## config.mk

```make
export PLATFORM = sky130hd
export DESIGN_NAME = gated_bus_ctrl
export DESIGN_NICKNAME = d
export VERILOG_FILES = /design/src/rtl/gated_bus_ctrl.sv
export SDC_FILE = /design/constraint.sdc
export NUM_CORES = 1
export LEC_CHECK = 0
export BUFFER_PORTS_ARGS = -buffer_cell sky130_fd_sc_hd__buf_2
export CORE_AREA = 2 2 67 69
export CTS_BUF_LIST = sky130_fd_sc_hd__clkbuf_4
export CTS_CLUSTER_SIZE = 12
export DETAILED_ROUTE_END_ITERATION = 8
export DIE_AREA = 0 0 69 71
export GPL_TIMING_DRIVEN = 0
export PLACE_DENSITY = 0.82
export SYNTH_ARGS = -nofsm -noshare
export SYNTH_HDL_FRONTEND = slang
export SYNTH_SLANG_ARGS = --single-unit
```

## constraint.sdc

```tcl
create_clock -name Clk -period 3.4 [get_ports Clk]
set_input_delay 0.17 -clock Clk [delete_from_list [all_inputs] [get_ports Clk]]
set_output_delay 0.17 -clock Clk [all_outputs]
set_load 0.01 [all_outputs]
```

## src/rtl/gated_bus_ctrl.sv

```systemverilog
// N-source internal bus driver for the LC-3 datapath. The lowest-index active gate wins.
// Optional bus keeper, registered bus/source index, and sticky conflict detection with a saturating counter.
//
// Output qualifier semantics: Src_valid is a one-cycle qualifier for Bus_q and Src_idx.
// When it is high, those registers were loaded from a cycle with at least one gate active.
// There is no ready: the bus is a broadcast, so consumers sample whenever they see Src_valid.
module gated_bus_ctrl #(
  parameter  int WIDTH  = 16,
  parameter  int N_SRC  = 4,
  parameter  int KEEPER = 1,
  parameter  int CNT_W  = 8,
  localparam int IDX_W  = (N_SRC > 1) ? $clog2(N_SRC) : 1
) (
  input  logic                   Clk,
  input  logic                   Reset,
  input  logic [N_SRC*WIDTH-1:0] Din,
  input  logic [N_SRC-1:0]       Gate,
  input  logic                   ClrErr,
  output logic [WIDTH-1:0]       Bus,
  output logic [WIDTH-1:0]       Bus_q,
  output logic [IDX_W-1:0]       Src_idx,
  output logic                   Src_valid,
  output logic                   Conflict,
  output logic                   ConflictErr,
  output logic [CNT_W-1:0]       ConflictCnt
);

  localparam logic [CNT_W-1:0] CNT_MAX = '1;

  logic             any_act;
  logic [IDX_W-1:0] win_idx;
  logic [WIDTH-1:0] win_data;
  logic [WIDTH-1:0] keeper;
  logic [WIDTH-1:0] idle_val;

  // Scan from the top down so that the last assignment is the lowest active index.
  always_comb begin
    win_idx = '0;
    for (int i = N_SRC - 1; i >= 0; i--) begin
      if (Gate[i]) win_idx = IDX_W'(i);
    end
  end

  assign any_act  = |Gate;
  assign win_data = Din[int'(win_idx)*WIDTH +: WIDTH];
  // Clearing the lowest set bit leaves something only when two or more gates are active.
  assign Conflict = |(Gate & (Gate - N_SRC'(1)));

  generate
    if (KEEPER != 0) begin : g_keeper
      always_ff @(posedge Clk) begin
        if (Reset)        keeper <= '0;
        else if (any_act) keeper <= win_data;
      end
      assign idle_val = keeper;
    end else begin : g_no_keeper
      assign keeper   = '0;
      assign idle_val = keeper;
    end
  endgenerate

  assign Bus = any_act ? win_data : idle_val;

  always_ff @(posedge Clk) begin
    if (Reset) begin
      Bus_q     <= '0;
      Src_idx   <= '0;
      Src_valid <= 1'b0;
    end else begin
      Bus_q     <= Bus;
      Src_valid <= any_act;
      if (any_act) Src_idx <= win_idx;
    end
  end

  // A conflict in the same cycle as ClrErr restarts the count at one rather than being lost.
  always_ff @(posedge Clk) begin
    if (Reset) begin
      ConflictErr <= 1'b0;
      ConflictCnt <= '0;
    end else if (Conflict) begin
      ConflictErr <= 1'b1;
      if (ClrErr)                      ConflictCnt <= CNT_W'(1);
      else if (ConflictCnt != CNT_MAX) ConflictCnt <= ConflictCnt + CNT_W'(1);
    end else if (ClrErr) begin
      ConflictErr <= 1'b0;
      ConflictCnt <= '0;
    end
  end

endmodule

```

==> metrics.md <==
| Metric | Value |
|---|---|
| CTS clk-pin slew, worst paths | 0.15 ns |
| GRT Overall Usage | 23.4% |
| XOR/XNOR Fraction of Synth Area | 0% |
| IO buf count | 115 |
| Critical setup path kind | input pin to primary output |
| # DRC | 0 |
| Metal3 WL | 468 microns |
| Top Layer Used | met4 |
| N_diodes | 0 |
| Via density | 5.36 |
| Setup Buffers After CTS | 0 |
| Yosys warning count | 0 |
| Largest family of logic cells by synthesized area | simple AND/OR/NAND/NOR gates |
| Nets@finish | 443 |
| Commonest cells in the synthesized netlist | nor2_1 (37), nand2_1 (33), a21oi_1 (29) |
| Root Driver | clkbuf_4 |
| Core area | 4200 sq um |
| Critical path peak fanout | 10 |
| Metal-1 WL | 2.40 mm |
| DR WL/cell | 13.9 microns |
| Row Count | 24 |
| Num ports | 116 |
| Seq/Total Area, Yosys | 31.0% |
| EDFF count, synth | 0 |
| Cell variety after synth | 41 |
| Worst R2R Start | ConflictCnt[0] |
| FMAX | 0.574 GHz |
| Comb pwr share | 32.0% |
| Mapped Nets | 323 |
| Initial DRC count | 119 |
| CP Data Required Time | 3.23 ns |
| FF+latch count, synth | 28 |
| Global route overflow | 0 |
| Hold Crit Start | Reset |
| Area Overhead vs Synth | 36.9% |
| Max Cap Viol | 0 |
| Hold Buf Count CTS | 0 |
| Area fraction of the dominant cell type after synthesis | 31.0% |
| Crit share post-route | 51.2% |
| Initial antenna violation count | 0 |
| Final Cell Area | 2480 sq um |
| Die area | 4900 sq um |
| Worst rel slew slack | 60.9% |
| Remaining antenna violation count after routing | 0 |
| Final Skew | 0.000609 ns |
| H-tree depth | 1 |
| Slew Viols, Final | 0 |
| Cell Area, Placed | 2450 sq um |
| Area of the multi-input gates | 1110 sq um |
| RSZ-0062 raised after global routing | false |
| Sequential share of power | 48.4% |
| Vias | 2262 |
| Post-synthesis mux area share | 0% |
| RePlAce Congestion | 0.822 |
| Final Hold Vio Count | 0 |
| Worst Max-Slew Pin Slew | 0.586 ns |
| Starting Density | 43.0% |
| Met2 wire length | 2.96 mm |
| Switching part of the total power | 33.1% |
| P per Cell Area | 299 nW/um^2 |
| CP Capture Type | primary output |
| Cells after Synth | 251 |
| Largest net degree at the start of global routing | 16 |
| Net Switching | 245 uW |
| Clock tree buffer depth | 2 |
| Async S/R FF share, synth | 0% |
| First-pass GRT wire length | 9.40 mm |
| Status | finished, final reports clean |
| Internal power | 496 uW |
| Detailed Routing Iterations Pass 1 | 4 |
| CP Launch Point | Gate[2] |
| CTS tree | yes |
| Final Setup Violations | 0 |
| Worst hold path class | input pin to register |
| Filler cells | 410 |
| Syn avg cell area | 7.21 sq um |
| Post-DP HPWL | 4.63 mm |
| Worst skew pair latency | 0.32 ns |
| Peak supply drop | 249 uV |
| Synth area leader | dfxtp_1 |
| Clk network pwr share | 19.7% |
| Final min period | 1.74 ns |
| Crit path DAT | 1.57 ns |
| Post-synthesis adder-cell area fraction | 0.692% |
| CP startpoint kind | input pin |
| Synth Cell Area | 1810 sq um |
| Static Leak | 0.00114 uW |
| Die span in x | 69 microns |
| Most common cell in the netlist | nor2_1 |
| Clock tree sinks | 28 |
| Share of cells above drive strength 1 | 39.7% |
| Post-cts resize count | 0 |
| Die height | 71 microns |
| Simple-gate share of the synthesized area | 36.1% |
| Final wirelength | 5.87 mm |
| Prevailing post-synth register cell | dfxtp_1 |
| Setup TNS Final | 0 ns |
| Vias in the first global route | 2058 |
| Post-synthesis compound-gate area fraction | 24.7% |
| Synth top area cells | dfxtp_1 (31%), a21oi_1 (8.0%), nor2_1 (7.7%) |
| CTS Buf Count | 3 |
| Sequential cell area | 561 sq um |
-- power by group through the flow --
stage                     Combinational, uW  Clock, uW  Sequential, uW
after global placement                  233          0             365
after floorplan                         119          0             374
after CTS                               237        149             358
after detailed placement                237          0             365
final                                   237        145             358
after global routing                    262        159             361
-- cell usage in the layout, fill, tap and decap left out, types with 3 or more instances in the layout --
cell type / n
o31ai_1: 3
inv_1: 5
dfxtp_1: 28
nand2b_1: 3
clkbuf_1: 6
buf_2: 126
or4_1: 3
nand3b_1: 15
a21oi_1: 29
a21oi_2: 9
clkbuf_4: 3
buf_6: 3
nor3_1: 18
nand3_1: 4
nor2_1: 37
a211oi_1: 17
nand2_1: 33
nand4_1: 3
-- final cells by class --
| class | instances | share of cell area, % |
|---|---|---|
| Buffer | 20 | 4.50 |
| Clock inverter | 1 | 0.152 |
| Clock buffer | 3 | 0.910 |
| Tap cell | 52 | 2.63 |
| Timing Repair Buffer | 115 | 23.2 |
| Inverter | 6 | 1.01 |
| Sequential cell | 28 | 22.6 |
| Multi-Input combinational cell | 197 | 44.9 |
-- flip-flops by register name, summed over array words and instances (netlist names) --
name         flops
ConflictErr      1
Bus_q           16
Src_valid        1
ConflictCnt      8
Src_idx          2
-- layer usage --
layer / vias up / global-route usage (%)
li1: 1133 / -
met1: 1027 / 27.1
met2: 96 / 43.8
met3: 6 / 6.13
met4: 0 / 3.92
met5: - / 0
-- cell families (layout without fill, tap and decap cells) --
| family | after synthesis | count (layout) |
|---|---|---|
| simple gates | 130 | 130 |
| compound gates | 66 | 66 |
| fa+ha+maj | 1 | 1 |
| flops | 28 | 28 |
| buf+inv | 26 | 145 |
-- stage by stage --
step                      power (uW)  instances  setup WS (ns)  hold slack (ns)  util [%]
after floorplan                  493        251           1.80            0.242         -
after global placement           598        418           1.66            0.414      58.3
after detailed placement         602        418           1.65            0.416      58.3
after CTS                        744        422           1.65           0.0487      58.9
after global routing             782        422           1.47           0.0393      58.9
final                            740        422           1.66           0.0599      58.9
-- worst max-delay path: stages --
cell	delay, ns
buf_2	0.11
buf_6	0.13
clkbuf_1	0.27
nand3b_1	0.16
a21oi_1	0.09
a211oi_1	0.40
nor2_1	0.09
buf_2	0.15
-- path summary, 6_finish.rpt --
path | cells after the start | slack, ns | to
worst max-delay path | 8 | 1.66 | Bus[4]
worst min-delay path | 2 | 0.06 | Bus_q[14]
worst max register to register | 5 | 1.71 | ConflictCnt[0]
worst min register to register | 2 | 0.48 | ConflictErr
No activity file was read; power rests on OpenSTA's default activity.
